==> src/rtl/shift_sequencer.sv <==
// Command sequencer that expands LOAD / SHR / SHL / ROTR commands into per-cycle
// mode and serial-input drive for a downstream multifunction shift register.
module shift_sequencer #(
  parameter int WIDTH = 4
) (
  input  logic             clk,
  input  logic             reset,
  input  logic             cmd_valid,
  output logic             cmd_ready,
  input  logic [1:0]       cmd_op,
  input  logic [WIDTH-1:0] cmd_data,
  input  logic [2:0]       cmd_steps,
  input  logic             cmd_fill,
  input  logic [WIDTH-1:0] reg_q,
  output logic [1:0]       reg_s,
  output logic [WIDTH-1:0] reg_d,
  output logic             reg_shr_in,
  output logic             reg_shl_in,
  output logic             busy,
  output logic             done
);

  typedef enum logic [1:0] {
    IDLE = 2'd0,
    EXEC = 2'd1,
    DONE = 2'd2
  } state_t;

  localparam logic [1:0] OP_LOAD = 2'b00;
  localparam logic [1:0] OP_SHR  = 2'b01;
  localparam logic [1:0] OP_SHL  = 2'b10;
  localparam logic [1:0] OP_ROTR = 2'b11;

  localparam logic [1:0] MODE_HOLD = 2'b00;
  localparam logic [1:0] MODE_LOAD = 2'b01;
  localparam logic [1:0] MODE_SHR  = 2'b10;
  localparam logic [1:0] MODE_SHL  = 2'b11;

  state_t           state_reg, state_next;
  logic [1:0]       op_reg, op_next;
  logic [WIDTH-1:0] data_reg, data_next;
  logic             fill_reg, fill_next;
  logic [2:0]       count_reg, count_next;

  logic             accept;
  logic             exec_active;
  logic             load_active;

  // Only the LSB of the register feeds back (rotate-right wraps it into the MSB).
  logic             unused_reg_q_bits;
  assign unused_reg_q_bits = &{1'b0, reg_q[WIDTH-1:1]};

  always_ff @(posedge clk or negedge reset) begin
    if (!reset) begin
      state_reg <= IDLE;
      op_reg    <= OP_LOAD;
      data_reg  <= '0;
      fill_reg  <= 1'b0;
      count_reg <= 3'd0;
    end else begin
      state_reg <= state_next;
      op_reg    <= op_next;
      data_reg  <= data_next;
      fill_reg  <= fill_next;
      count_reg <= count_next;
    end
  end

  assign cmd_ready = (state_reg == IDLE);
  assign accept    = cmd_valid && cmd_ready;

  always_comb begin
    state_next = state_reg;
    op_next    = op_reg;
    data_next  = data_reg;
    fill_next  = fill_reg;
    count_next = count_reg;
    case (state_reg)
      IDLE: begin
        if (accept) begin
          op_next   = cmd_op;
          data_next = cmd_data;
          fill_next = cmd_fill;
          if (cmd_op == OP_LOAD) begin
            count_next = 3'd1;
            state_next = EXEC;
          end else if (cmd_steps == 3'd0) begin
            count_next = 3'd0;
            state_next = DONE;
          end else begin
            count_next = cmd_steps;
            state_next = EXEC;
          end
        end
      end
      EXEC: begin
        count_next = count_reg - 3'd1;
        // Treat a zero count as terminal too so a corrupted counter cannot stall EXEC.
        if (count_reg <= 3'd1) begin
          state_next = DONE;
        end
      end
      DONE: begin
        state_next = IDLE;
      end
      default: begin
        state_next = IDLE;
      end
    endcase
  end

  assign exec_active = (state_reg == EXEC);
  assign load_active = exec_active && (op_reg == OP_LOAD);
  assign busy        = (state_reg == EXEC) || (state_reg == DONE);
  assign done        = (state_reg == DONE);

  always_comb begin
    reg_s      = MODE_HOLD;
    reg_shr_in = 1'b0;
    reg_shl_in = 1'b0;
    if (exec_active) begin
      case (op_reg)
        OP_LOAD: reg_s = MODE_LOAD;
        OP_SHR: begin
          reg_s      = MODE_SHR;
          reg_shr_in = fill_reg;
        end
        OP_SHL: begin
          reg_s      = MODE_SHL;
          reg_shl_in = fill_reg;
        end
        OP_ROTR: begin
          reg_s      = MODE_SHR;
          reg_shr_in = reg_q[0];
        end
        default: reg_s = MODE_HOLD;
      endcase
    end
  end

  genvar gi;
  generate
    for (gi = 0; gi < WIDTH; gi++) begin : g_load_data
      assign reg_d[gi] = load_active & data_reg[gi];
    end
  endgenerate

endmodule

==> config.mk <==
export PLATFORM = sky130hd
export DESIGN_NAME = shift_sequencer
export DESIGN_NICKNAME = d
export VERILOG_FILES = /design/src/rtl/shift_sequencer.sv
export SDC_FILE = /design/constraint.sdc
export NUM_CORES = 1
export LEC_CHECK = 0
export CORE_UTILIZATION = 53
export DETAILED_ROUTE_END_ITERATION = 16
export DONT_BUFFER_PORTS = 1
export PLACE_DENSITY = 0.71
export SYNTH_ARGS = -nofsm -noshare
export SYNTH_HDL_FRONTEND = slang
export SYNTH_SLANG_ARGS = --single-unit
==> constraint.sdc <==
create_clock -name clk -period 1.5 [get_ports clk]
set_input_delay 0.225 -clock clk [delete_from_list [all_inputs] [get_ports clk]]
set_output_delay 0.225 -clock clk [all_outputs]
set_load 0.02 [all_outputs]
**Word level (Yosys, flattened, before mapping)**

Index checks and enable logic that the tools add are counted.

- Add/sub/neg operators: 1
- Order comparisons: 1
- Equal/unequal tests: 7
- Mux-type cells: 15
- Bitwise gates (word level): 4
- Reductions and logical operators: 12

Operators by type and width:

| operator | number |
|---|---|
| $mux 2 | 5 |
| $mux 3 | 3 |
| $eq 2x2->1 const B | 3 |
| $logic_not 2->1 | 3 |
| $pmux 2 s3 | 1 |
| $pmux 3 s2 | 1 |
| $reduce_and 2->1 | 3 |
| $and 1x1->1 | 4 |
| $eq 2x1->1 const B | 2 |
| $ne 2x1->1 const B | 2 |
| $pmux 2 s2 | 1 |
| $le 3x1->1 const B | 1 |
| $logic_not 3->1 | 1 |
| $mux 1 | 3 |
| $sub 3x1->3 const B | 1 |
| $logic_and 1x1->1 | 2 |
| $pmux 1 s2 | 1 |
| $reduce_bool 2->1 | 1 |
| $reduce_or 2->1 | 1 |
| $logic_or 1x1->1 | 1 |

- Bits in registers: 12
- Output and inout bits: 11
- Word-level logic and storage cells: 45

**Logic depth before layout (Yosys ltp)**

Gate-level depths: netlist of run 1.

- Word-level depth: 5
- Depth in mapped cells: 5
- Mapped depth without buffers: 5

**Least setup slack after synthesis of run 1**

OpenSTA, ideal clock, no wires.

- Path kind: reg-to-output
- Start point: register state_reg[1]
- End point: output port reg_shl_in
- Arrival: 1.465 ns
- Required time: 1.275 ns
- Setup slack: -0.190 ns
- Stages on the path, launching flop included: 6
- Path buffers: 0
- Cells stage by stage: dfrtp_1 inv_1 ha_1 inv_2 nor2_1 and3_1

- Longest elaborated chain between the ends: 2

Ends and longest elaborated chain:

| item | RTL line | RTL |
|---|---|---|
| from (decl) | 39 | `state_t state_reg, state_next;` |
| from (signal assigned) | 61 | `state_reg <= state_next;` |
| $eq 2x1->1 | 112 | `assign exec_active = (state_reg == EXEC);` |
| $mux 1 | 121 | `if (exec_active) begin` |
| to (decl) | 18 | `output logic reg_shl_in,` |

No other way between the ends.

**Worst setup path in the final report of run 1**

- Start point: register state_reg[1]
- End point: output port reg_d[1]

- Longest elaborated chain between the ends: 3

Ends and longest elaborated chain:

| item | RTL line | RTL |
|---|---|---|
| $eq 2x1->1 | 112 |  |
| $logic_and 1x1->1 | 113 | `assign load_active = exec_active && (op_reg == OP_LOAD);` |
| $and 1x1->1 | 144 | `assign reg_d[gi] = load_active & data_reg[gi];` |
| to (decl) | 16 | `output logic [WIDTH-1:0] reg_d,` |

No other way between the ends.

==> impl_metrics.env, run 1 <==
export IMPL_slew_violations=0
export IMPL_ant_nets=0
export IMPL_worst_setup_path_start_kind="flop"
export IMPL_drc=0
export IMPL_final_setup_viol_count=6
export IMPL_cts_sinks=12
export IMPL_ys_ff_latch=12
export IMPL_tightest_slew_ns=0.572
export IMPL_critPathRequiredTime_ns=1.27
export IMPL_avgSynthCellArea_um2=10.4
export IMPL_arrival_ns=1.35
export IMPL_period_needed_ns=1.58
export IMPL_cts_buffer_depth=2
export IMPL_fmax_mhz=633
export IMPL_clk_latency_ns=0.28
export IMPL_vias=599
export IMPL_synth_nets=91
export IMPL_hold_violations=0
export IMPL_die_y_um=38.7
export IMPL_gp_congestion=0.826
export IMPL_finalNetCount=113
export IMPL_seq_area_frac_synth_pct=42.0
export IMPL_drt_initial_drc_count=7
export IMPL_core_area_um2=1170
export IMPL_path_class="flop to primary output"
export IMPL_fin_skew_ns=0.0114
export IMPL_grt_max_degree=13
export IMPL_avgRoutedWirePerCell_um=17.4
export IMPL_period_share_pct=105
export IMPL_ios=28
export IMPL_drv_cap=0
export IMPL_hold_ws_ns=0.0891
export IMPL_globalRouteOverflowTotal=0
export IMPL_min_path_type="input port to flop"
export IMPL_synthToLayoutAreaGrowth_pct=43.1
export IMPL_max_slew_margin_pct=61.7
export IMPL_rsz0062_at_grt="true"
export IMPL_antenna_found_initial=0
export IMPL_clockRootBuffer="clkbuf_4"
export IMPL_rows=12
export IMPL_drive_above_1_share_pct=55.1
export IMPL_grt_pass1_wl_um=2550
export IMPL_synth_cell_types=24
export IMPL_n_antenna_cell=0
export IMPL_initial_utilization_pct=61.0
export IMPL_cts_tree="done"
export IMPL_setup_slack_ns=-0.0793
export IMPL_viasPerCell=5.82
export IMPL_num_fill_cells=53
export IMPL_yosys_warnings=0
export IMPL_crit_fanout=4
export IMPL_critPathSlowestCell="dfrtp_1"
export IMPL_vdd_drop_max_mv=1.38
export IMPL_status="finished with violations"
export IMPL_dr_pass1_iters=4
export IMPL_setup_worst_path_end_class="primary output"
export IMPL_largest_reg_flops=4
export IMPL_wirelength_um=1790
export IMPL_clk_pin_slew_ns=0.09
export IMPL_first_global_vias=600
export IMPL_cpPeakStageDelay_ns=0.39
export IMPL_multi_input_area_um2=504
export IMPL_syn_area_um2=714
export IMPL_htree_levels=1
export IMPL_grt_use_total_pct=26.0
export IMPL_syn_inst=69
export IMPL_ff_latch_area_um2=300
export IMPL_die_w_um=38.7
export IMPL_static_leakage_power_nw=0.447
export IMPL_post_route_util_pct=87.3
export IMPL_finalPower_mw=2.25
export IMPL_portBuffers=0
export IMPL_violations="negative setup slack"
export IMPL_cts_buffers=3
export IMPL_dp_hpwl_um=1110
export IMPL_pwr_density_cell_nw_per_um2=2200
export IMPL_dieArea_um2=1500
export IMPL_cp_cell_sequence="inv_2 -> ha_4 -> inv_4 -> nor3_4 -> buf_6 -> and2_4"
## synth_stat cells, drive strengths merged
cell type,count,share of area (%)
o21a,1,1.1
a211oi,1,1.1
dfrtp,12,42
nor3,5,3.5
o32ai,2,2.5
or2,2,1.8
nor2,4,2.1
and3,1,0.88
nand2,4,2.1
and2,4,3.5
mux2i,2,3.3
o21ai,4,2.8
mux2,8,13
a221oi,2,2.5
ha,5,8.8
inv,7,3.7
o41a,1,1.6
o21bai,1,1.1
nand3b,1,1.1
nor2b,1,0.88
o211a,1,1.4
## timing repair
action                                 4_1_cts  5_1_grt
setup endpoints to repair                    8       16
hold buffers                                 1        0
setup buffers                                2        3
pin swaps                                    5        1
endpoints found under the hold margin       12        0
resized for setup                           15       17
## where the power goes
part | switching (mW) | total, mW | internal, mW
clock network | 0.113 | 0.206 | 0.0930
registers | 0.153 | 0.636 | 0.483
logic | 0.684 | 1.41 | 0.723
total | 0.951 | 2.25 | 1.30
## per-stage QoR
step / worst slack [ns] / cell area (um2) / setup TNS [ns] / instances
2_1_floorplan: -0.0835 / 722 / -0.489 / 69
3_5_place_dp: -0.00253 / 822 / -0.00667 / 94
6_report: -0.0793 / 1020 / -0.425 / 103
4_1_cts: -0.0959 / 921 / -0.442 / 100
5_1_grt: -0.155 / 1020 / -1.17 / 103
3_3_place_gp: 0.0168 / 822 / 0 / 94
## layout make-up
class	count	share of cell area [%]
Inverter	7	2.82
Multi-Input combinational cell	50	49.3
Timing Repair Buffer	17	14.6
Sequential cell	12	29.4
Clock buffer	3	2.20
Tap cell	14	1.71
## per-layer routing
layer / wire, um / global-route usage, % / up-vias / part of all wire [%]
met5: 0 / 0 / - / 0
met4: 31 / 12.1 / 0 / 1.7
met3: 97 / 6.94 / 2 / 5.4
met2: 896 / 40.8 / 21 / 50
met1: 768 / 33.1 / 286 / 43
li1: - / - / 290 / -
## worst paths after layout
check / from / slack (ns) / endpoint / depth (start not counted)
min in group asynchronous: reset / 0.37 / count_reg[0] / 1
worst min register to register: data_reg[2] / 0.52 / data_reg[2] / 1
worst max-delay path: state_reg[1] / -0.08 / reg_d[1] / 6
worst max register to register: state_reg[1] / 0.01 / state_reg[0] / 7
worst min-delay path: cmd_op[1] / 0.09 / op_reg[1] / 1
max in group asynchronous: reset / 0.74 / data_reg[0] / 1
## worst max-delay path, delay by kind of cell, from the launching register on
kind	cells	cell delay (ns)
DFF	1	0.39
and+or+nand+nor	2	0.29
buffers and inverters	3	0.26
adders and majority gates	1	0.14
## logic make-up after synthesis
| group | synth area share [%] |
|---|---|
| AO/OA/AOI/OAI | 13.8 |
| buffers and inverters | 3.68 |
| AND/OR/NAND/NOR | 15.8 |
| flip-flops | 42.0 |
| adder cells (fa/ha/maj) | 8.76 |
| multiplexers | 15.9 |
## cells in the final DEF (no fill, tap or decap), types with 3 or more instances in the layout
master / n
buf_4: 12
clkbuf_4: 3
buf_6: 3
ha_1: 3
inv_1: 5
mux2_2: 8
nand2_1: 4
and2_4: 4
nor3_1: 3
dfrtp_1: 12
Note: power is estimated with default switching activity, not from simulation.
==> inputs of run 2 (changes only) <==
Settings changed: SKIP_CTS_REPAIR_TIMING set to 1.
==> run 2 against run 1 <==
Against the previous run:
- the run still ends with negative setup slack left
- clock skew decreased by 0.0055 ns
- flip-flop and latch count unchanged
- design area decreased by 8.2%
- die area unchanged
- via count decreased by 5.3%
==> impl_metrics.env, run 2 (synthesis results as in run 1) <==
export IMPL_wirelength_um=1670
export IMPL_portBuffers=0
export IMPL_hold_violations=0
export IMPL_min_from="cmd_data[2]"
export IMPL_r2r_slack_ns=0.02
export IMPL_crit_start="state_reg[1]"
export IMPL_ant_nets=0
export IMPL_grt_max_degree=13
export IMPL_rsz0062_at_grt="true"
export IMPL_multi_input_area_um2=450
export IMPL_drt_initial_drc_count=10
export IMPL_max_slew_margin_pct=61.2
export IMPL_min_path_type="input port to flop"
export IMPL_p_int_mw=1.15
export IMPL_die_w_um=38.7
export IMPL_final_common_cell="dfrtp_1"
export IMPL_tightest_slew_ns=0.580
export IMPL_crit_fanout=4
export IMPL_antenna_found_initial=0
export IMPL_n_antenna_cell=0
export IMPL_fmax_mhz=613
export IMPL_min_to="data_reg[2]"
export IMPL_dieArea_um2=1500
export IMPL_cts_buffer_depth=2
export IMPL_vias=567
export IMPL_post_route_util_pct=80.1
export IMPL_cts_sinks=12
export IMPL_mostFrequentLayoutCells="dfrtp_1, buf_4, mux2_2"
export IMPL_clockRootBuffer="clkbuf_4"
export IMPL_drive_above_1_share_pct=46.5
export IMPL_cts_tree="done"
export IMPL_largest_reg_flops=4
export IMPL_path_class="flop to primary output"
export IMPL_gp_congestion=0.826
export IMPL_clk_latency_ns=0.27
export IMPL_ios=28
export IMPL_ff_latch_area_um2=300
export IMPL_final_setup_viol_count=7
export IMPL_num_fill_cells=75
export IMPL_vdd_drop_max_mv=1.36
export IMPL_worst_setup_path_start_kind="flop"
export IMPL_core_area_um2=1170
export IMPL_cts_buffers=3
export IMPL_cpPeakStageDelay_ns=0.39
export IMPL_grt_use_total_pct=22.3
export IMPL_dpl_cell_area_um2=822
export IMPL_synthToLayoutAreaGrowth_pct=31.3
export IMPL_swShare_pct=41.8
export IMPL_static_leakage_power_nw=0.418
export IMPL_cp_cell_sequence="inv_2 -> ha_4 -> inv_4 -> nor3_4 -> buf_6 -> and2_4"
export IMPL_critPathSlowestCell="dfrtp_1"
export IMPL_setup_slack_ns=-0.131
export IMPL_viasPerCell=5.67
export IMPL_post_place_ws_ns=-0.00253
export IMPL_switchingPower_mw=0.829
export IMPL_violations="negative setup slack"
export IMPL_rows=12
export IMPL_pwr_density_cell_nw_per_um2=2110
export IMPL_avgRoutedWirePerCell_um=16.7
export IMPL_setup_worst_path_end_class="primary output"
export IMPL_htree_levels=1
export IMPL_hold_ws_ns=0.101
export IMPL_p_clk_share_pct=9.8
export IMPL_drc=0
export IMPL_finalInstanceArea_um2=938
export IMPL_arrival_ns=1.41
export IMPL_die_y_um=38.7
export IMPL_path_buf_inv=3
export IMPL_initial_utilization_pct=61.0
export IMPL_pwr_share_seq_pct=32.0
export IMPL_finalNetCount=110
export IMPL_status="finished with violations"
export IMPL_dr_pass1_iters=3
export IMPL_fin_skew_ns=0.00591
export IMPL_drv_cap=0
export IMPL_period_share_pct=109
export IMPL_slew_violations=0
export IMPL_path_delay_family="flip-flops"
export IMPL_critPathRequiredTime_ns=1.27
export IMPL_first_global_vias=530
export IMPL_grt_pass1_wl_um=2210
export IMPL_globalRouteOverflowTotal=0
export IMPL_dp_hpwl_um=1110
export IMPL_combPwrFrac_pct=58.1
export IMPL_period_needed_ns=1.63
export IMPL_r2r_start="state_reg[0]"
export IMPL_setup_tns_ns=-0.655
export IMPL_clk_pin_slew_ns=0.07
export IMPL_r2r_cells=5
export IMPL_rr_endpoint="count_reg[2]"
export IMPL_min_path_cells=1
[run 2: cell count changes in the layout (fill, tap and decap cells not counted), moves of 2 or more]
cell | before | now
a221oi_1 | 0 | 2
a221oi_2 | 2 | 0
buf_4 | 12 | 10
o21ai_0 | 1 | 3
o21ai_2 | 2 | 0
[run 2: area by class of cell]
cell class	instances	area share [%]
Multi-Input combinational cell	50	48.0
Tap cell	14	1.87
Sequential cell	12	32.0
Inverter	7	3.07
Clock buffer	3	2.40
Timing Repair Buffer	14	12.7
[run 2: worst reg2reg max path, cell delays in order (launching register included)]
cell	delay, ns
dfrtp_1	0.43
inv_1	0.10
ha_2	0.24
mux2i_4	0.28
o21ai_1	0.11
a221oi_1	0.23
[run 2: worst max path at each step]
stage | endpoint | depth (start not counted) | slack [ns]
after floorplan | count_reg[2] | 5 | -0.08
after global placement | reg_d[0] | 6 | 0.02
after detailed placement | reg_d[0] | 6 | -0.003
after CTS | reg_d[0] | 6 | -0.32
after global routing | reg_d[1] | 6 | -0.18
final | reg_d[1] | 6 | -0.13
[run 2: layer usage]
layer | vias up | routed length (um) | GRT usage [%]
li1 | 281 | - | -
met1 | 264 | 699 | 28.2
met2 | 22 | 860 | 34.6
met3 | 0 | 113 | 6.94
met4 | 0 | 0 | 10.3
met5 | - | 0 | 0
[run 2: through the flow]
| step | total power [mW] | cells |
|---|---|---|
| floorplan | 1.27 | 69 |
| global placement | 1.52 | 94 |
| detailed placement | 1.56 | 94 |
| CTS | 1.76 | 97 |
| global route | 2.11 | 100 |
| finish | 1.98 | 100 |
[run 2: power groups by stage]
stage	clock network (mW)	logic, mW	registers (mW)
2_1_floorplan	0	0.693	0.576
3_3_place_gp	0	0.926	0.599
3_5_place_dp	0	0.955	0.608
4_1_cts	0.203	0.959	0.601
5_1_grt	0.214	1.24	0.656
6_report	0.195	1.15	0.636
==> inputs of run 3 (changes only) <==
Settings changed: PLACE_DENSITY 0.71 to 0.78.
==> run 3 against run 2 <==
Against the previous run:
- the flow still finishes with violations (negative setup slack)
- worst setup slack gained 0.0057 ns
- largest cell class unchanged
- wire length grew 4.5%
- critical path type unchanged
- first-iteration DRC count grew to 3.3 times the previous value
- largest power group unchanged
- flip-flop and latch count is the same
==> impl_metrics.env, run 3 (synthesis results as in run 1) <==
export IMPL_r2r_start="state_reg[0]"
export IMPL_dieArea_um2=1500
export IMPL_die_w_um=38.7
export IMPL_core_area_um2=1170
export IMPL_min_to="op_reg[0]"
export IMPL_swShare_pct=41.0
export IMPL_first_global_vias=549
export IMPL_post_route_util_pct=80.6
export IMPL_min_path_cells=1
export IMPL_vias=638
export IMPL_tightest_slew_ns=0.555
export IMPL_synthToLayoutAreaGrowth_pct=32.0
export IMPL_arrival_ns=1.40
export IMPL_portBuffers=0
export IMPL_ios=28
export IMPL_rr_endpoint="count_reg[0]"
export IMPL_status="finished with violations"
export IMPL_critPathRequiredTime_ns=1.27
export IMPL_rsz0062_at_grt="true"
export IMPL_placed_cells=94
export IMPL_clockRootBuffer="clkbuf_4"
export IMPL_hold_ws_ns=0.0832
export IMPL_final_common_cell="buf_4"
export IMPL_cts_sinks=12
export IMPL_drive_above_1_share_pct=46.1
export IMPL_grt_pass1_wl_um=2420
export IMPL_path_class="flop to primary output"
export IMPL_drt_initial_drc_count=33
export IMPL_setup_slack_ns=-0.125
export IMPL_r2r_cells=6
export IMPL_globalRouteOverflowTotal=0
export IMPL_cts_buffers=3
export IMPL_initial_utilization_pct=61.0
export IMPL_fmax_mhz=615
export IMPL_crit_fanout=4
export IMPL_instances_no_fill=103
export IMPL_viasPerCell=6.19
export IMPL_dr_pass1_iters=4
export IMPL_cts_buffer_depth=2
export IMPL_r2r_slack_ns=-0.07
export IMPL_period_share_pct=108
export IMPL_period_needed_ns=1.62
export IMPL_grt_use_met1_pct=32.0
export IMPL_grt_max_degree=13
export IMPL_drv_cap=0
export IMPL_largest_reg_flops=4
export IMPL_grt_use_total_pct=25.3
export IMPL_finalNetCount=112
export IMPL_vdd_drop_max_mv=1.18
export IMPL_mostFrequentLayoutCells="buf_4, dfrtp_1, mux2_2"
export IMPL_setup_worst_path_end_class="primary output"
export IMPL_dp_hpwl_um=1220
export IMPL_max_slew_margin_pct=62.9
export IMPL_clk_latency_ns=0.28
export IMPL_p_int_mw=1.21
export IMPL_fin_skew_ns=0.00124
export IMPL_pwr_density_cell_nw_per_um2=2170
export IMPL_antenna_found_initial=0
export IMPL_multi_input_area_um2=430
export IMPL_gp_congestion=0.764
export IMPL_ff_latch_area_um2=300
export IMPL_finalPower_mw=2.05
export IMPL_hold_violations=0
export IMPL_crit_start="state_reg[1]"
export IMPL_final_setup_viol_count=13
export IMPL_htree_levels=1
export IMPL_wirelength_um=1750
export IMPL_static_leakage_power_nw=0.429
export IMPL_clk_pin_slew_ns=0.08
export IMPL_die_y_um=38.7
export IMPL_n_antenna_cell=0
export IMPL_grt_use_met2_pct=40.4
export IMPL_top_usage_layer="met2"
export IMPL_num_fill_cells=66
export IMPL_switchingPower_mw=0.840
export IMPL_worst_setup_path_start_kind="flop"
export IMPL_min_path_type="input port to flop"
export IMPL_slew_violations=0
export IMPL_p_clk_share_pct=13.2
export IMPL_combPwrFrac_pct=56.1
export IMPL_min_from="cmd_op[0]"
export IMPL_rows=12
export IMPL_grt_use_met3_pct=6.94
export IMPL_ant_nets=0
export IMPL_cts_tree="done"
export IMPL_pwr_share_seq_pct=30.7
export IMPL_avgRoutedWirePerCell_um=17.0
export IMPL_violations="negative setup slack"
export IMPL_drc=0
==> run 3: final cells by class <==
cell class,instances,share of cell area (%)
multi-input cells,50,45.6
flip-flops and latches,12,31.8
repair buffers,16,13.8
clock buffers,4,3.85
inverters,7,3.05
well taps,14,1.86
==> run 3: power by group through the flow <==
stage	registers, mW	clock network [mW]	logic [mW]
global route	0.644	0.294	1.24
floorplan	0.576	0	0.693
CTS	0.608	0.275	0.966
finish	0.628	0.271	1.15
detailed placement	0.616	0	0.960
global placement	0.595	0	0.929
==> run 3: worst max path at each step <==
stage,endpoint,slack (ns),cells after the start
after floorplan,count_reg[2],-0.08,5
after global placement,reg_d[2],0.006,6
after detailed placement,count_reg[2],-0.03,5
after CTS,reg_d[2],-0.33,6
after global routing,reg_d[0],-0.18,6
final,reg_d[3],-0.12,6
==> run 3: critical path, stage by stage (launching register included) <==
cell	delay, ns
dfrtp_1	0.40
inv_2	0.09
ha_4	0.15
inv_4	0.05
nor3_2	0.10
buf_4	0.15
and2_4	0.17
==> run 3: layer usage <==
metal	routed length, um	share of wire, %
met2	859	49
met5	0	0
met3	154	8.8
met4	38	2.2
met1	695	40
==> run 3: through the flow <==
stage,setup TNS [ns],instance area (um2),setup WS [ns]
6_report,-0.906,943,-0.125
5_1_grt,-2.23,943,-0.184
4_1_cts,-2.01,858,-0.333
3_5_place_dp,-0.0596,822,-0.0270
3_3_place_gp,0,822,0.00630
2_1_floorplan,-0.489,722,-0.0835
